File: config.mk
export PLATFORM = sky130hd
export DESIGN_NAME = io_out_arbiter
export DESIGN_NICKNAME = d
export VERILOG_FILES = /design/src/rtl/io_arb_pkg.sv /design/src/rtl/io_out_arbiter_rr_pick.sv /design/src/rtl/io_out_arbiter.sv
export SDC_FILE = /design/constraint.sdc
export NUM_CORES = 1
export LEC_CHECK = 0
export BUFFER_PORTS_ARGS = -buffer_cell sky130_fd_sc_hd__buf_2
export CORE_ASPECT_RATIO = 1.5
export CORE_UTILIZATION = 43
export CTS_CLUSTER_DIAMETER = 50
export DETAILED_ROUTE_END_ITERATION = 10
export PLACE_DENSITY_LB_ADDON = 0.2
export REMOVE_ABC_BUFFERS = 1
export SYNTH_ARGS = -nofsm -noshare
export SYNTH_HDL_FRONTEND = slang
export SYNTH_SLANG_ARGS = --single-unit
File: constraint.sdc
create_clock -name clk -period 1.8 [get_ports clk]
set_clock_uncertainty 0.1 [all_clocks]
set_input_delay 0.54 -clock clk [delete_from_list [all_inputs] [get_ports clk]]
set_output_delay 0.54 -clock clk [all_outputs]
set_load 0.02 [all_outputs]
File: src/rtl/io_arb_pkg.sv
// io_arb_pkg -- shared types and helpers for the uo_out arbiter.
//   arb_state_e      : arbiter FSM states (GAP exists only when IO_ARB_GAP_EN is defined)
//   IDLE_VAL_DEFAULT : signature pattern driven on the bus while nobody owns it
//   ptr_w()          : width of a requester index / round-robin pointer
// Build option: `define IO_ARB_GAP_EN adds the one-cycle GAP state.
package io_arb_pkg;

  localparam logic [7:0] IDLE_VAL_DEFAULT = 8'h50;

`ifdef IO_ARB_GAP_EN
  typedef enum logic [1:0] {
    IDLE  = 2'd0,
    GRANT = 2'd1,
    GAP   = 2'd2
  } arb_state_e;
`else
  typedef enum logic [1:0] {
    IDLE  = 2'd0,
    GRANT = 2'd1
  } arb_state_e;
`endif

  // Never narrower than one bit, so a two-requester build still has a pointer.
  function automatic int ptr_w(input int n);
    return (n > 2) ? $clog2(n) : 1;
  endfunction

endpackage

File: src/rtl/io_out_arbiter_rr_pick.sv
// rr_pick -- combinational round-robin picker.
// Returns the first set request at or after ptr_i, wrapping from N-1 back to 0.
//   req_i    [N-1:0]  request vector
//   ptr_i    [PW-1:0] search start position (must be < N)
//   onehot_o [N-1:0]  one-hot winner, zero when nothing requests
//   idx_o    [PW-1:0] winner index, zero when nothing requests
//   any_o             at least one request present
module rr_pick #(
  parameter int N  = 4,
  parameter int PW = 2
) (
  input  logic [N-1:0]  req_i,
  input  logic [PW-1:0] ptr_i,
  output logic [N-1:0]  onehot_o,
  output logic [PW-1:0] idx_o,
  output logic          any_o
);

  logic [N-1:0] rot;
  logic [PW:0]  sum;
  logic         found;

  always_comb begin
    // Rotate so the pointer position lands on bit 0; the first set bit wins.
    rot   = N'({req_i, req_i} >> ptr_i);
    found = 1'b0;
    sum   = '0;
    for (int i = 0; i < N; i++) begin
      if (!found && rot[i]) begin
        found = 1'b1;
        sum   = {1'b0, ptr_i} + (PW+1)'(i);
        if (sum >= (PW+1)'(N)) sum = sum - (PW+1)'(N);
      end
    end
    idx_o    = sum[PW-1:0];
    onehot_o = found ? (N'(1) << idx_o) : '0;
  end

  assign any_o = |req_i;

endmodule

File: src/rtl/io_out_arbiter.sv
// io_out_arbiter -- round-robin owner of the 8-bit uo_out bus.
// A requester keeps its grant until it drops req or MAX_HOLD cycles elapse;
// the bus shows IDLE_VAL whenever nobody owns it.
//   clk         clock
//   rst         synchronous reset, active-high
//   req_i       [N_REQ]    level requests
//   data_i      [N_REQ*DW] requester k data at [k*DW +: DW]
//   gnt_o       [N_REQ]    registered one-hot grant
//   out_data_o  [DW]       registered bus value, one cycle behind gnt_o
//   out_vld_o              out_data_o carries requester data
//   busy_o                 any grant active
// Build option: `define IO_ARB_GAP_EN forces one idle cycle between owners.
//
// state | meaning
// IDLE  | no owner; arbitrate every cycle
// GRANT | holder_q owns the bus; hold_cnt_q counts its cycles
// GAP   | one-cycle turnaround after a release, then acts as IDLE
module io_out_arbiter
  import io_arb_pkg::*;
#(
  parameter int             N_REQ    = 4,
  parameter int             DW       = 8,
  parameter int             MAX_HOLD = 16,
  parameter logic [DW-1:0]  IDLE_VAL = DW'(IDLE_VAL_DEFAULT)
) (
  input  logic                clk,
  input  logic                rst,
  input  logic [N_REQ-1:0]    req_i,
  input  logic [N_REQ*DW-1:0] data_i,
  output logic [N_REQ-1:0]    gnt_o,
  output logic [DW-1:0]       out_data_o,
  output logic                out_vld_o,
  output logic                busy_o
);

  localparam int PW = ptr_w(N_REQ);
  localparam int HW = $clog2(MAX_HOLD + 1);

  arb_state_e        state_q, state_d;
  logic [PW-1:0]     rr_ptr_q, rr_ptr_d;
  logic [PW-1:0]     holder_q, holder_d;
  logic [HW-1:0]     hold_cnt_q, hold_cnt_d;
  logic [N_REQ-1:0]  gnt_q, gnt_d;
  logic [DW-1:0]     out_data_q, out_data_d;
  logic              out_vld_q, out_vld_d;

  logic [DW-1:0]     data_arr [N_REQ];
  logic [PW-1:0]     next_ptr;
  logic [PW-1:0]     pick_ptr;
  logic [N_REQ-1:0]  pick_onehot;
  logic [PW-1:0]     pick_idx;
  logic              pick_any;
  logic              release_w;
  logic              new_grant;

  for (genvar k = 0; k < N_REQ; k++) begin : g_unpack
    assign data_arr[k] = data_i[k*DW +: DW];
  end

  assign next_ptr  = (holder_q == PW'(N_REQ - 1)) ? '0 : holder_q + PW'(1);
  // A releasing holder re-arbitrates from the slot after itself in the same cycle.
  assign pick_ptr  = (state_q == GRANT) ? next_ptr : rr_ptr_q;
  assign release_w = (state_q == GRANT) &&
                     (!req_i[holder_q] || (hold_cnt_q == HW'(MAX_HOLD - 1)));

  rr_pick #(.N(N_REQ), .PW(PW)) u_pick (
    .req_i    (req_i),
    .ptr_i    (pick_ptr),
    .onehot_o (pick_onehot),
    .idx_o    (pick_idx),
    .any_o    (pick_any)
  );

  always_ff @(posedge clk) begin
    if (rst) begin
      state_q    <= IDLE;
      rr_ptr_q   <= '0;
      holder_q   <= '0;
      hold_cnt_q <= '0;
      gnt_q      <= '0;
      out_data_q <= IDLE_VAL;
      out_vld_q  <= 1'b0;
    end else begin
      state_q    <= state_d;
      rr_ptr_q   <= rr_ptr_d;
      holder_q   <= holder_d;
      hold_cnt_q <= hold_cnt_d;
      gnt_q      <= gnt_d;
      out_data_q <= out_data_d;
      out_vld_q  <= out_vld_d;
    end
  end

  always_comb begin
    state_d    = state_q;
    rr_ptr_d   = rr_ptr_q;
    holder_d   = holder_q;
    hold_cnt_d = hold_cnt_q;
    case (state_q)
      GRANT: begin
        if (release_w) begin
          rr_ptr_d = next_ptr;
`ifdef IO_ARB_GAP_EN
          state_d  = GAP;
`else
          if (pick_any) begin
            holder_d   = pick_idx;
            hold_cnt_d = '0;
          end else begin
            state_d = IDLE;
          end
`endif
        end else if (hold_cnt_q != '1) begin
          hold_cnt_d = hold_cnt_q + HW'(1);
        end
      end
      default: begin
        if (pick_any) begin
          state_d    = GRANT;
          holder_d   = pick_idx;
          hold_cnt_d = '0;
        end else begin
          state_d = IDLE;
        end
      end
    endcase
  end

  always_comb begin
    new_grant  = (state_d == GRANT) && ((state_q != GRANT) || release_w);
    gnt_d      = '0;
    if (state_d == GRANT) gnt_d = new_grant ? pick_onehot : gnt_q;
    // Bus data trails the grant by exactly one registered cycle.
    out_vld_d  = (state_q == GRANT);
    out_data_d = (state_q == GRANT) ? data_arr[holder_q] : IDLE_VAL;
  end

  assign gnt_o      = gnt_q;
  assign out_data_o = out_data_q;
  assign out_vld_o  = out_vld_q;
  assign busy_o     = |gnt_q;

endmodule

==> run metrics <==
# rows 24; Critical Path Fanout Max 2; Max Root-Sink Buffers 2; fin nets about 250; drt drc 0; HP Start gnt_o[2]; #FFs+latches synth 24; clk root buf clkbuf_8; IO Pins 52; DRT Wirelength 3600 um; area share of the largest cell type after synthesis about 37%; area growth from synthesis to layout 54.0%; Die Wd around 47 um; initial core utilization 44.7%; Finished Layout Cells roughly 240; crit path capture type output port; sequential fraction of the synthesis area a little under two fifths; Initial DRT Pass Iterations 4; Tmin final between 1.5 and 2 ns; Multi-input gate area 868 um2; initial antenna violation count 0; share of cells above drive strength 1 between 60% and 70%; DR vias/cell around 5.3; post-route ant nets 0; total power draw 1.33 mW; PwrDens about 670 nW/um2; Fin. Hold Viols 0; CP arrival 1.28 ns; Sw Pwr 360 uW; ys async rst share 0%; Reg area 489 um2; Via Count ~1,300; Leak Pwr around 0.90 nW; CTS tree done; internal power approximately 970 uW; Fmax 521 MHz; Crit path required time 1.16 ns; most frequent cells after synthesis dfxtp_1 (24), nor2_1 (13), a21oi_1 (7), nand2_1 (7), nor2b_1 (7); largest net degree at the start of global routing 14; gp weighted congestion around 0.77; maximum VDD drop 429 uV; post-place setup slack -0.304 ns; Top FF cell, synth dfxtp_1; die area between 3000 and 4000 um2; # diodes 0; Max Cap Viol 0; hold slack around 0.4 ns; final setup fails 11; WL per Instance about 15 um; Tcrit/Tclk final 107%; Hold Crit Class reg -> reg; largest area contributor in the synthesized netlist dfxtp_1; reg2reg start holder_q[0]; setup repair after global routing missed its margin true; failing checks setup timing; total gr overflow 0; Synth area leaders dfxtp_1 (37%), mux4_1 (10%), mux4_2 (7.0%); Critical path origin gnt_o[0]; DRT iter0 DRCs 13; core area 2880 um2; Total Routing Usage GR around 22%; post-synthesis cell type count 41; fill cell count ~240; number of flops mapped to enable cells by yosys 0; CTS buffer count 3; global-route wire length before repair ~5400 um; clock-pin slew of the registers on the worst-case setup and hold paths 0.08 ns; Finished Core Util 68.9%; CTS sink cnt 24; Cell Area, Synth approximately 1300 um2; combinational power share a little under 30%; synthesis warning total 0; part of the power in registers a little over two fifths; final slew viol count 0; final instance area ~2000 um2; detailed placement HPWL 2500 um; vias in the first global route approximately 1,400; Avg Cell Area, Syn around 11 um2; status complete, but fails checks; worst setup slack after layout -0.119 ns; most common cell in the netlist dfxtp_1; I/O Buffers 51; Clk pwr share ~28%; H-tree depth 1; Crit Path Class reg -> out; switching part of the total power a little over a quarter; DP Cell Count 230; Die Height between 60 and 70 um; Post-Syn Instances between 100 and 150; startpoint types flip-flop; placed inst area approximately 1700 um2; Skew-Pair Late Insertion Delay around 0.27 ns; setup_tns -0.774 ns
[final timing paths]
path         endpoint  slack (ns)  cells past startpoint
max            busy_o       -0.12                      2
min          gnt_o[2]        0.39                      2
max reg2reg  gnt_o[1]       -0.11                      7
min reg2reg  gnt_o[2]        0.39                      2
[worst max-delay path, cell delays in order, from the launching register on]
cell,delay [ns]
dfxtp_2,0.33
or4_4,0.53
buf_6,0.15
[per-layer routing]
metal  GRT usage [%]  up-vias  wire (um)
li1                -      609          -
met1            20.8      617       1330
met2            43.2       43       2050
met3            2.88        6        168
met4            9.21        0         53
met5               0        -          0
[area by class of cell]
class	count	share of cell area [%]
tap	39	2.46
sequential	24	24.6
multi-input combinational	88	43.7
inverter	5	0.945
timing repair buffer	81	25.5
clock buffer	4	2.77
[state kept, by name, summed over array words and instances, names as in the netlist]
| register | cells |
|---|---|
| out_data_o | 8 |
| hold_cnt_q | 5 |
| gnt_o | 4 |
| holder_q | 2 |
| rr_ptr_q | 2 |
| state_q | 2 |
| out_vld_o | 1 |
[logic make-up after synthesis]
| group | count (synthesis) | share of synthesized area, % |
|---|---|---|
| simple gates | 49 | 21.6 |
| other cells | 1 | 0.291 |
| mux | 17 | 23.8 |
| flops | 24 | 37.2 |
| fa+ha+maj | 4 | 3.88 |
| compound gates | 17 | 8.92 |
| buf+inv | 10 | 4.27 |
[cells in the final DEF, fill, tap and decap left out, drive strengths merged, types with 2 or more instances in the layout]
| master | n |
|---|---|
| nor2b | 8 |
| inv | 5 |
| nor3 | 2 |
| buf | 81 |
| mux4 | 9 |
| a21oi | 7 |
| and3 | 3 |
| nand3 | 2 |
| nand3b | 2 |
| or2b | 2 |
| nor2 | 13 |
| mux2i | 7 |
| dfxtp | 24 |
| nand2 | 7 |
| clkbuf | 4 |
| or3 | 3 |
| ha | 4 |
| o21ai | 2 |
| a22oi | 2 |
[power by group through the flow]
stage                     Sequential [mW]  Combinational [mW]  Clock, mW
final                               0.574               0.389      0.368
after global routing                0.578               0.417      0.389
after CTS                           0.572               0.349      0.368
after detailed placement            0.581               0.312          0
after global placement              0.580               0.304          0
after floorplan                     0.609               0.150          0
[timing repair]
item                                    CTS  global route
hold buffers                              0             0
resized for setup                        26            14
setup buffers                             4             3
pin swaps                                10             6
endpoints found under the setup margin   14            14
endpoints found under the hold margin     0             0
(Power assumes the default switching activity.)
